<file path="config.mk">
export PLATFORM = sky130hd
export DESIGN_NAME = blink_rate_ctrl
export DESIGN_NICKNAME = d
export VERILOG_FILES = /design/src/rtl/blink_pkg.sv /design/src/rtl/key_debounce.sv /design/src/rtl/blink_rate_ctrl.sv
export SDC_FILE = /design/constraint.sdc
export NUM_CORES = 1
export LEC_CHECK = 0
export BUFFER_PORTS_ARGS = -buffer_cell sky130_fd_sc_hd__clkbuf_2
export CAP_MARGIN = 20
export CELL_PAD_IN_SITES_DETAIL_PLACEMENT = 0
export CELL_PAD_IN_SITES_GLOBAL_PLACEMENT = 1
export CORE_AREA = 2 2 72 74
export CTS_CLUSTER_DIAMETER = 100
export DETAILED_ROUTE_END_ITERATION = 8
export DIE_AREA = 0 0 74 76
export PLACE_DENSITY_LB_ADDON = 0.1
export SKIP_LAST_GASP = 1
export SYNTH_ARGS = -nofsm -noshare
export SYNTH_HDL_FRONTEND = slang
export SYNTH_SLANG_ARGS = --single-unit
export TNS_END_PERCENT = 50
</file>
<file path="constraint.sdc">
create_clock -name CLOCK_50 -period 2.1 [get_ports CLOCK_50]
set_input_delay 0.21 -clock CLOCK_50 [delete_from_list [all_inputs] [get_ports CLOCK_50]]
set_output_delay 0.21 -clock CLOCK_50 [all_outputs]
set_load 0.005 [all_outputs]
</file>
<file path="src/rtl/blink_pkg.sv">
// Shared widths, default periods and period helpers for the blink rate controller.
package blink_pkg;

  localparam int unsigned CNT_W          = 26;
  localparam int unsigned RATE_W         = 2;
  localparam int unsigned DEB_CYCLES_DEF = 5000;
  localparam int unsigned PERIOD0_DEF    = 5000;
  localparam int unsigned PERIOD1_DEF    = 10000;
  localparam int unsigned PERIOD2_DEF    = 25000;
  localparam int unsigned PERIOD3_DEF    = 50000;

  typedef logic [CNT_W-1:0]  period_t;
  typedef logic [RATE_W-1:0] rate_t;

  // A period must be at least 2 and its terminal count must fit the counter.
  function automatic bit period_ok(input int unsigned p);
    return (p >= 32'd2) && (p <= (32'd1 << CNT_W));
  endfunction

  // Terminal count (P-1) for the selected rate.
  function automatic period_t period_last(input rate_t sel,
                                          input int unsigned p0,
                                          input int unsigned p1,
                                          input int unsigned p2,
                                          input int unsigned p3);
    period_t last;
    case (sel)
      2'd0:    last = period_t'(p0 - 32'd1);
      2'd1:    last = period_t'(p1 - 32'd1);
      2'd2:    last = period_t'(p2 - 32'd1);
      default: last = period_t'(p3 - 32'd1);
    endcase
    return last;
  endfunction

endpackage

</file>
<file path="src/rtl/key_debounce.sv">
// Synchronizes and debounces an active-low push-button; strobes press one
// cycle after the debounced level falls.
module key_debounce
  import blink_pkg::*;
#(
  parameter int unsigned DEB_CYCLES = DEB_CYCLES_DEF
) (
  input  logic CLOCK_50,
  input  logic reset,
  input  logic key_n,
  output logic stable,
  output logic press
);

  localparam int unsigned DEB_W = $clog2(DEB_CYCLES + 1);
  localparam logic [DEB_W-1:0] DEB_LAST = DEB_W'(DEB_CYCLES - 1);

  if (DEB_CYCLES < 1) begin : g_bad_deb
    $error("key_debounce: DEB_CYCLES must be at least 1");
  end

  logic             s1_q, s1_d;
  logic             s2_q, s2_d;
  logic             stable_q, stable_d;
  logic             stable_dly_q, stable_dly_d;
  logic             press_q, press_d;
  logic [DEB_W-1:0] cnt_q, cnt_d;

  // Counter runs only while the synchronized key disagrees with the accepted level.
  always_comb begin
    s1_d         = key_n;
    s2_d         = s1_q;
    stable_d     = stable_q;
    cnt_d        = '0;
    stable_dly_d = stable_q;
    press_d      = stable_dly_q & ~stable_q;
    if (s2_q != stable_q) begin
      if (cnt_q == DEB_LAST) begin
        stable_d = s2_q;
      end else begin
        cnt_d = cnt_q + DEB_W'(1);
      end
    end
  end

  always_ff @(posedge CLOCK_50) begin
    if (reset) begin
      s1_q         <= 1'b1;
      s2_q         <= 1'b1;
      stable_q     <= 1'b1;
      stable_dly_q <= 1'b1;
      press_q      <= 1'b0;
      cnt_q        <= '0;
    end else begin
      s1_q         <= s1_d;
      s2_q         <= s2_d;
      stable_q     <= stable_d;
      stable_dly_q <= stable_dly_d;
      press_q      <= press_d;
      cnt_q        <= cnt_d;
    end
  end

  assign stable = stable_q;
  assign press  = press_q;

endmodule

</file>
<file path="src/rtl/blink_rate_ctrl.sv">
// Button-selectable tick generator: each debounced press advances rate_sel
// and restarts the period counter at the new rate.
module blink_rate_ctrl
  import blink_pkg::*;
#(
  parameter int unsigned DEB_CYCLES = DEB_CYCLES_DEF,
  parameter int unsigned PERIOD0    = PERIOD0_DEF,
  parameter int unsigned PERIOD1    = PERIOD1_DEF,
  parameter int unsigned PERIOD2    = PERIOD2_DEF,
  parameter int unsigned PERIOD3    = PERIOD3_DEF
) (
  input  logic              CLOCK_50,
  input  logic              reset,
  input  logic              key_n,
  output logic              tick,
  output logic [RATE_W-1:0] rate_sel,
  output logic              press
);

  if (!period_ok(PERIOD0) || !period_ok(PERIOD1) ||
      !period_ok(PERIOD2) || !period_ok(PERIOD3)) begin : g_bad_period
    $error("blink_rate_ctrl: every PERIODn must be in 2..2**CNT_W");
  end

  logic    press_w;
  logic    stable_unused;
  period_t last_c;
  period_t cnt_q, cnt_d;
  rate_t   rate_q, rate_d;
  logic    tick_q, tick_d;

  // The debounced level itself is not needed here, only its press strobe.
  key_debounce #(
    .DEB_CYCLES (DEB_CYCLES)
  ) u_key_debounce (
    .CLOCK_50 (CLOCK_50),
    .reset    (reset),
    .key_n    (key_n),
    .stable   (stable_unused),
    .press    (press_w)
  );

  // A press restarts the period at the new rate and swallows any pending tick.
  always_comb begin
    last_c = period_last(rate_q, PERIOD0, PERIOD1, PERIOD2, PERIOD3);
    cnt_d  = cnt_q + CNT_W'(1);
    rate_d = rate_q;
    tick_d = 1'b0;
    if (press_w) begin
      cnt_d  = '0;
      rate_d = rate_q + RATE_W'(1);
    end else if (cnt_q == last_c) begin
      cnt_d  = '0;
      tick_d = 1'b1;
    end
  end

  always_ff @(posedge CLOCK_50) begin
    if (reset) begin
      cnt_q  <= '0;
      rate_q <= '0;
      tick_q <= 1'b0;
    end else begin
      cnt_q  <= cnt_d;
      rate_q <= rate_d;
      tick_q <= tick_d;
    end
  end

  assign tick     = tick_q;
  assign rate_sel = rate_q;
  assign press    = press_w;

endmodule

</file>
==> results of run 1 <==
[where the power goes]
group | internal, mW | switching (mW) | total, mW
sequential | 0.926 | 0.0473 | 0.974
clock | 0.301 | 0.292 | 0.593
combinational | 0.0531 | 0.0520 | 0.105
[stage by stage]
stage	instances	utilization (%)	setup WS, ns
final	341	50.9	0.185
after floorplan	254	-	0.181
after CTS	341	50.9	0.200
after global routing	341	50.9	0.0992
after global placement	333	48.9	0.184
after detailed placement	333	48.9	0.231
[registers in the layout, indices dropped and copies added (netlist names)]
name                         cells
u_key_debounce.s1_q              1
u_key_debounce.stable            1
cnt_q                           26
u_key_debounce.cnt_q            13
u_key_debounce.stable_dly_q      1
tick                             1
u_key_debounce.press             1
rate_sel                         2
u_key_debounce.s2_q              1
[cell usage after synthesis (3+ instances only)]
master,instances
nand4_1,12
nor2_1,22
xor2_1,8
or3_1,8
nand2_1,11
a22oi_1,3
o31ai_1,7
clkbuf_1,7
or2_2,4
dfxtp_1,47
o21ai_0,7
or4_1,8
nor3_1,8
nor4_1,5
inv_1,7
ha_1,6
a21oi_1,19
xnor2_1,19
nand3_1,16
[cell families after synthesis]
logic type,Yosys count
simple gates,111
flops,47
compound gates,44
xor+xnor,27
buf+inv,18
fa+ha+maj,6
mux,1
[layer usage]
metal	up-vias	wire length [microns]	global-route usage [%]
met1	879	2120	23.1
met3	2	99	4.50
met2	17	2290	29.7
li1	957	-	-
met4	0	21	6.55
met5	-	0	0
[layout make-up]
| class | count | area (sq um) |
|---|---|---|
| fillers | 490 | 2410 |
| multi-input cells | 189 | 1210 |
| flip-flops and latches | 47 | 941 |
| repair buffers | 20 | 135 |
| clock buffers | 8 | 100 |
| well taps | 70 | 87.6 |
| inverters | 7 | 26.3 |
[final timing paths]
path                            start                   to  slack (ns)
setup / recovery            cnt_q[10]            cnt_q[24]        0.19
hold / removal                  key_n  u_key_debounce.s1_q        0.09
setup reg to reg            cnt_q[10]            cnt_q[24]        0.19
hold reg to reg   u_key_debounce.s1_q  u_key_debounce.s2_q        0.42
==> out/qor.yml, run 1 <==
outcome:
  outcome: "finished, final reports clean"
synthesis:
  ys_async_sr_fraction_pct: 0
  synth_cell_types: 41
  ys_warn_count: 0
  yosysTopAreaCell: "dfxtp_1"
  ys.flop_type: "dfxtp_1"
  synth_fa_ha_area_share_pct: 3.36
  synthesis.nets: 263
  syn_inst: 254
  syn_avg_cell_area_sq_um: 8.80
  synthSimpleGateAreaFrac_pct: 28.1
  synth_mux_area_share_pct: 0.448
  synth_top_family_by_area: "simple AND/OR/NAND/NOR gates"
  ys_ff_latch: 47
  synth_compound_area_share_pct: 11.8
  yosysTopAreaCellShare_pct: 42.1
  ys_seq_area_share_pct: 42.1
  netlist_area_sq_um: 2230
  ys_top_cells_by_area: "dfxtp_1 (42%), xnor2_1 (7.4%), a21oi_1 (4.3%), nor2_1 (3.7%), nand3_1 (3.6%)"
  synth-edff-count: 0
  synthXorXnorAreaFrac_pct: 10.6
floorplan:
  die-area_sq_um: 5620
  fp.coreArea_sq_um: 4910
  io_pins: 7
  rows: 26
  die_w_microns: 74
  initial_utilization_pct: 45.5
  die_h_microns: 76
finish:
  area_growth_pct: 12.0
  antenna_cells: 0
  most-common-layout-cells: "dfxtp_1 (47), nor2_1 (22), xnor2_1 (19), a21oi_1 (19), nand3_1 (16)"
  finalInstanceArea_sq_um: 2500
  layout_commonest_cell: "dfxtp_1"
  nets: 279
  drive_above_1_share_pct: 12.2
sta:
  rsz0062_at_grt: "false"
  setup_tns_ns: 0
  clock_skew_ns: 0.00930
  min_period_ns: 1.91
  fmax_ghz: 0.522
  fin_hold_ws_ns: 0.0949
  worstMarginPinSlew_ns: 0.367
  min_period_over_period_pct: 91.2
  hold_viol_final: 0
  drv_slew: 0
  setup_viol: 0
  slew_headroom_pct: 74.9
clocking:
  cts-buffers-inserted: 5
  cts_tree: "built"
  root_buffer: "clkbuf_8"
  clkLatencyLatePin_ns: 0.30
  cts_resized: 0
  clk_pin_slew_ns: 0.09
  clock-sinks: 47
  clockBufferDepth: 2
  h-tree-depth: 2
  holdBufCountCts: 0
  cts_setup_buffers: 0
critical_path:
  critPathTopFamily: "simple AND/OR/NAND/NOR gates"
  critical_path_arrival_ns: 2.15
  max_stage_delay_ns: 0.61
  path_cells: "nand4_1 -> or4_4 -> or4_1 -> a21oi_1"
  crit_required_ns: 2.34
  end_kind: "flop"
  crit_type: "flop to flop"
  rr_worst_depth: 4
  slowest_stage: "or4_4"
  cp-start-kind: "flop"
  cp_max_fo: 10
  cp.buffers_inverters: 0
  worst-path-stages: 4
global_routing:
  antenna_found_initial: 0
  overflow: 0
  grt_max_degree: 14
  grt_pass1_vias: 1786
  grt_usage_pct: 18.3
  grt_pass1_wl_microns: 8070
placement:
  place_area_sq_um: 2400
  port_buffers: 6
  gp_congestion: 0.799
  hpwlAfterDp_microns: 3350
route:
  drc: 0
  ant_nets: 0
  via_per_inst: 5.44
  drt_first_pass_iters: 4
  drtIter0Drc: 119
  via_count: 1855
  drt_wl_total_microns: 4530
  wl_per_cell_microns: 13.3
min_path:
  hold_path_depth: 2
  hp-class: "input port to flop"
pwr:
  p_total_mw: 1.67
  ir_worst_vdd_mv: 0.515
  power.density_nw_per_um2: 668
  p_leak_nw: 0.821
run:
  cap_violations: 0
Note: power is estimated with default switching activity, not from simulation.
==> inputs of run 2 (changes only) <==
==> constraint.sdc (replaced) <==
create_clock -name CLOCK_50 -period 2.1 [get_ports CLOCK_50]
set_input_delay 0.105 -clock CLOCK_50 [delete_from_list [all_inputs] [get_ports CLOCK_50]]
set_output_delay 0.105 -clock CLOCK_50 [all_outputs]
set_load 0.005 [all_outputs]
==> out/qor.yml, run 2 (synthesized netlist as in run 1, its figures left out) <==
outcome:
  outcome: "finished, final reports clean"
clocking:
  cts_setup_buffers: 0  # unchanged
  root_buffer: "clkbuf_8"
  cts_tree: "built"
  clockBufferDepth: 2  # unchanged
  clkLatencyLatePin_ns: 0.30  # about the same
  clk_pin_slew_ns: 0.09  # about the same
  h-tree-depth: 2  # unchanged
  cts-buffers-inserted: 5  # unchanged
  clock-sinks: 47  # unchanged
route:
  via_count: 1864  # +0.49%
  drtIter0Drc: 147  # +24%
  wl_per_cell_microns: 13.3  # about the same
  drc: 0  # unchanged
  drt_wl_total_microns: 4540  # +0.29%
  ant_nets: 0  # unchanged
  drt_first_pass_iters: 4  # unchanged
  via_per_inst: 5.45  # +0.19%
sta:
  worstMarginPinSlew_ns: 0.367  # -0.00000429 ns
  hold_viol_final: 0  # unchanged
  rsz0062_at_grt: "false"
  setup_viol: 0  # unchanged
  setup_tns_ns: 0  # unchanged
  slew_headroom_pct: 74.9  # about the same
  min_period_ns: 1.91  # -0.00385 ns
  fmax_ghz: 0.523  # +0.20%
  drv_slew: 0  # unchanged
  clock_skew_ns: 0.00920  # -0.0000999 ns
  min_period_over_period_pct: 91.0  # -0.18 points
critical_path:
  rr_worst_depth: 4  # unchanged
  critical_path_arrival_ns: 2.15  # about the same
  crit_type: "flop to flop"
  end_kind: "flop"
  cp-start-kind: "flop"
  crit_required_ns: 2.34  # about the same
  cp_max_fo: 10  # unchanged
  r2r_start: "cnt_q[10]"
  cp-startpoint: "cnt_q[10]"
floorplan:
  io_pins: 7  # unchanged
  die-area_sq_um: 5620  # unchanged
  rows: 26  # unchanged
  initial_utilization_pct: 45.5  # unchanged
  fp.coreArea_sq_um: 4910  # unchanged
  die_h_microns: 76  # unchanged
  die_w_microns: 74  # unchanged
finish:
  largest_register_ffs: 26  # unchanged
  layout_commonest_cell: "dfxtp_1"
  nets: 280  # +0.36%
  area_growth_pct: 12.4
  most-common-layout-cells: "dfxtp_1 (47), nor2_1 (22), xnor2_1 (19), a21oi_1 (19), nand3_1 (16)"
  multi_input_comb_area_sq_um: 1210  # unchanged
  registers.top_by_ff_count: "cnt_q"
  regArea_sq_um: 941  # unchanged
  fillers: 489  # -0.20%
  drive_above_1_share_pct: 12.1  # -0.045 points
  antenna_cells: 0  # unchanged
  final_core_util_pct: 51.1  # +0.20 points
placement:
  port_buffers: 6  # unchanged
  hpwlAfterDp_microns: 3350  # unchanged
  gp_congestion: 0.799  # unchanged
pwr:
  p_leak_nw: 0.825  # +0.51%
  power.density_nw_per_um2: 665  # -0.37%
  ir_worst_vdd_mv: 0.514  # about the same
global_routing:
  grt_usage_pct: 18.3  # +0.054 points
  antenna_found_initial: 0  # unchanged
  grt_pass1_vias: 1798  # +0.67%
  grt_pass1_wl_microns: 8090  # +0.33%
  grt_max_degree: 14  # unchanged
  overflow: 0  # unchanged
min_path:
  hold_path_depth: 2  # unchanged
  hp-class: "input port to flop"
  hold_start: "reset"
run:
  cap_violations: 0  # unchanged
==> run 2: through the flow <==
step | setup WS, ns | std cells | hold WS, ns | power (mW) | instance area (sq um)
2_1_floorplan | 0.181 | 254 | 0.177 | 1.07 | 2230
3_3_place_gp | 0.184 | 333 | 0.290 | 1.10 | 2400
3_5_place_dp | 0.231 | 333 | 0.295 | 1.10 | 2400
4_1_cts | 0.200 | 342 | 0.0721 | 1.70 | 2510
5_1_grt | 0.0992 | 342 | 0.101 | 1.75 | 2510
6_report | 0.189 | 342 | 0.0723 | 1.67 | 2510
==> run 2: layer usage <==
metal  GRT usage [%]  routed length (microns)
met2            29.9                     2250
met5               0                        0
met1            23.1                     2120
met4            6.55                       53
met3            4.50                      114
==> run 2: worst max-delay path, stage by stage, from the launching register on <==
cell	delay, ns
dfxtp_1	0.41
nand4_1	0.17
or4_4	0.61
or4_1	0.52
a21oi_1	0.14
==> run 2: timing repair <==
action,4_1_cts,5_1_grt
hold buffers,1,0
endpoints found under the hold margin,1,0
gates resized for setup,0,0
==> run 2: cell type report <==
class | instances | share of cell area, %
multi-input cells | 189 | 48.3
clock buffers | 8 | 3.98
repair buffers | 21 | 5.78
flip-flops and latches | 47 | 37.5
inverters | 7 | 1.05
well taps | 70 | 3.49
==> run 2: power breakdown <==
| group | internal [mW] | leakage, nW | switching (mW) |
|---|---|---|---|
| logic | 0.0543 | 0.393 | 0.0522 |
| registers | 0.926 | 0.380 | 0.0477 |
| clock network | 0.301 | 0.0515 | 0.290 |
| total | 1.28 | 0.825 | 0.390 |
==> run 2: final timing paths <==
path,end,slack (ns)
max,cnt_q[24],0.19
min,rate_sel[1],0.07
max reg2reg,cnt_q[24],0.19
min reg2reg,u_key_debounce.s2_q,0.42
==> inputs of run 3 (changes only) <==
--- a/config.mk
+++ b/config.mk
@@ -5,7 +5,6 @@
 export SDC_FILE = /design/constraint.sdc
 export NUM_CORES = 1
 export LEC_CHECK = 0
-export BUFFER_PORTS_ARGS = -buffer_cell sky130_fd_sc_hd__clkbuf_2
 export CAP_MARGIN = 20
 export CELL_PAD_IN_SITES_DETAIL_PLACEMENT = 0
 export CELL_PAD_IN_SITES_GLOBAL_PLACEMENT = 1
@@ -13,6 +12,7 @@
 export CTS_CLUSTER_DIAMETER = 100
 export DETAILED_ROUTE_END_ITERATION = 8
 export DIE_AREA = 0 0 74 76
+export DONT_BUFFER_PORTS = 1
 export PLACE_DENSITY_LB_ADDON = 0.1
 export SKIP_LAST_GASP = 1
 export SYNTH_ARGS = -nofsm -noshare
==> out/qor.yml, run 3 (synthesized netlist as in run 1, its figures left out) <==
floorplan:
  io_pins: 7  # unchanged
  die_h_microns: 76  # unchanged
  die_w_microns: 74  # unchanged
  fp.coreArea_sq_um: 4910  # unchanged
  rows: 26  # unchanged
  die-area_sq_um: 5620  # unchanged
  initial_utilization_pct: 45.5  # unchanged
pwr:
  p_leak_nw: 0.791  # -4.1%
  power.density_nw_per_um2: 689  # +3.6%
  ir_worst_vdd_mv: 0.348  # -32%
route:
  drt_wl_total_microns: 4410  # -2.9%
  ant_nets: 0  # unchanged
  wl_per_cell_microns: 13.2  # -0.30%
  via_per_inst: 5.30  # -2.7%
  drt_first_pass_iters: 4  # unchanged
  via_count: 1766  # -5.3%
  drtIter0Drc: 100  # -32%
  drc: 0  # unchanged
finish:
  finalInstanceArea_sq_um: 2490  # -0.95%
  layout_commonest_cell: "dfxtp_1"
  registers.top_by_ff_count: "cnt_q"
  nets: 272  # -2.9%
  drive_above_1_share_pct: 9.13  # -3.0 points
  largest_register_ffs: 26  # unchanged
  antenna_cells: 0  # unchanged
  final_core_util_pct: 50.7  # -0.48 points
  area_growth_pct: 11.4
  most-common-layout-cells: "dfxtp_1 (47), nor2_1 (22), xnor2_1 (19), a21oi_1 (19), nand3_1 (16)"
  fillers: 484  # -1.0%
  multi_input_comb_area_sq_um: 1210  # unchanged
  regArea_sq_um: 941  # unchanged
critical_path:
  cp_max_fo: 10  # unchanged
  path_cells: "nand4_1 -> or4_4 -> or4_1 -> a21oi_1"
  end_kind: "flop"
  slowest_stage: "or4_4"
  critical_path_arrival_ns: 2.18  # +0.03 ns
  crit_required_ns: 2.33  # about the same
  crit_type: "flop to flop"
  max_stage_delay_ns: 0.61  # about the same
  cp-start-kind: "flop"
  rr_worst_depth: 4  # unchanged
clocking:
  cts_tree: "built"
  clk_pin_slew_ns: 0.08  # about the same
  h-tree-depth: 2  # unchanged
  root_buffer: "clkbuf_8"
  clkLatencyLatePin_ns: 0.29  # about the same
  clockBufferDepth: 2  # unchanged
  clock-sinks: 47  # unchanged
  cts_setup_buffers: 0  # unchanged
  cts-buffers-inserted: 5  # unchanged
sta:
  fin_hold_ws_ns: 0.0445  # -0.0278 ns
  rsz0062_at_grt: "false"
  drv_slew: 0  # unchanged
  worstMarginPinSlew_ns: 0.428  # +0.0612 ns
  min_period_over_period_pct: 92.8  # +1.8 points
  slew_headroom_pct: 70.7  # -4.2 points
  fmax_ghz: 0.513  # -2.0%
  setup_tns_ns: 0  # unchanged
  min_period_ns: 1.95  # +0.0388 ns
  hold_viol_final: 0  # unchanged
  setup_viol: 0  # unchanged
  clock_skew_ns: 0.00220  # -0.00700 ns
outcome:
  outcome: "finished, final reports clean"
global_routing:
  grt_pass1_vias: 1742  # -3.1%
  overflow: 0  # unchanged
  grt_pass1_wl_microns: 8000  # -1.1%
  antenna_found_initial: 0  # unchanged
  grt_usage_pct: 18.3  # about the same
  grt_max_degree: 15  # +1
placement:
  port_buffers: 0  # -6
  hpwlAfterDp_microns: 3210  # -4.4%
  gp_congestion: 0.794  # -0.68%
  place_area_sq_um: 2360  # -1.7%
run:
  cap_violations: 0  # unchanged
min_path:
  hold_path_depth: 2  # unchanged
  hp-class: "input port to flop"
run 3: final timing paths:
kind | from | to | slack (ns)
hold / removal | reset | cnt_q[22] | 0.04
hold reg to reg | u_key_debounce.stable_dly_q | u_key_debounce.press | 0.42
setup / recovery | cnt_q[9] | cnt_q[24] | 0.15
setup reg to reg | cnt_q[9] | cnt_q[24] | 0.15
run 3: final cells by class:
type / count / share of cell area [%]
clock buffers: 5 / 2.77
clock inverters: 2 / 1.51
inverters: 7 / 1.06
well taps: 70 / 3.52
repair buffers: 13 / 4.63
flip-flops and latches: 47 / 37.8
multi-input cells: 189 / 48.7
run 3: worst max-delay path: cells and delay by family, from the launching register on:
kind	cells	cell delay, ns
AOI/OAI and AO/OA	1	0.14
DFF	1	0.43
and+or+nand+nor	3	1.30
run 3: per-stage QoR:
stage | power [mW] | worst slack (ns) | instances
floorplan | 1.07 | 0.181 | 254
global placement | 1.10 | 0.231 | 324
detailed placement | 1.10 | 0.201 | 324
CTS | 1.74 | 0.171 | 333
global route | 1.81 | 0.0191 | 333
finish | 1.72 | 0.150 | 333
run 3: layer usage:
metal  vias up  GRT usage [%]  part of all wire [%]
li1        941              -                     -
met3         2           4.37                   3.1
met4         0           6.55                  0.79
met2        20           29.4                    47
met1       803           23.6                    49
met5         -              0                     0
run 3: power by group:
| part | switching [mW] | leakage [nW] | internal, mW |
|---|---|---|---|
| logic | 0.0527 | 0.361 | 0.0552 |
| registers | 0.0473 | 0.380 | 0.926 |
| clock network | 0.287 | 0.0502 | 0.348 |
run 3: repair_timing:
action | 4_1_cts | 5_1_grt
endpoints found under the hold margin | 7 | 0
resized for setup | 0 | 0
setup endpoints to repair | 0 | 0
hold buffers | 2 | 0
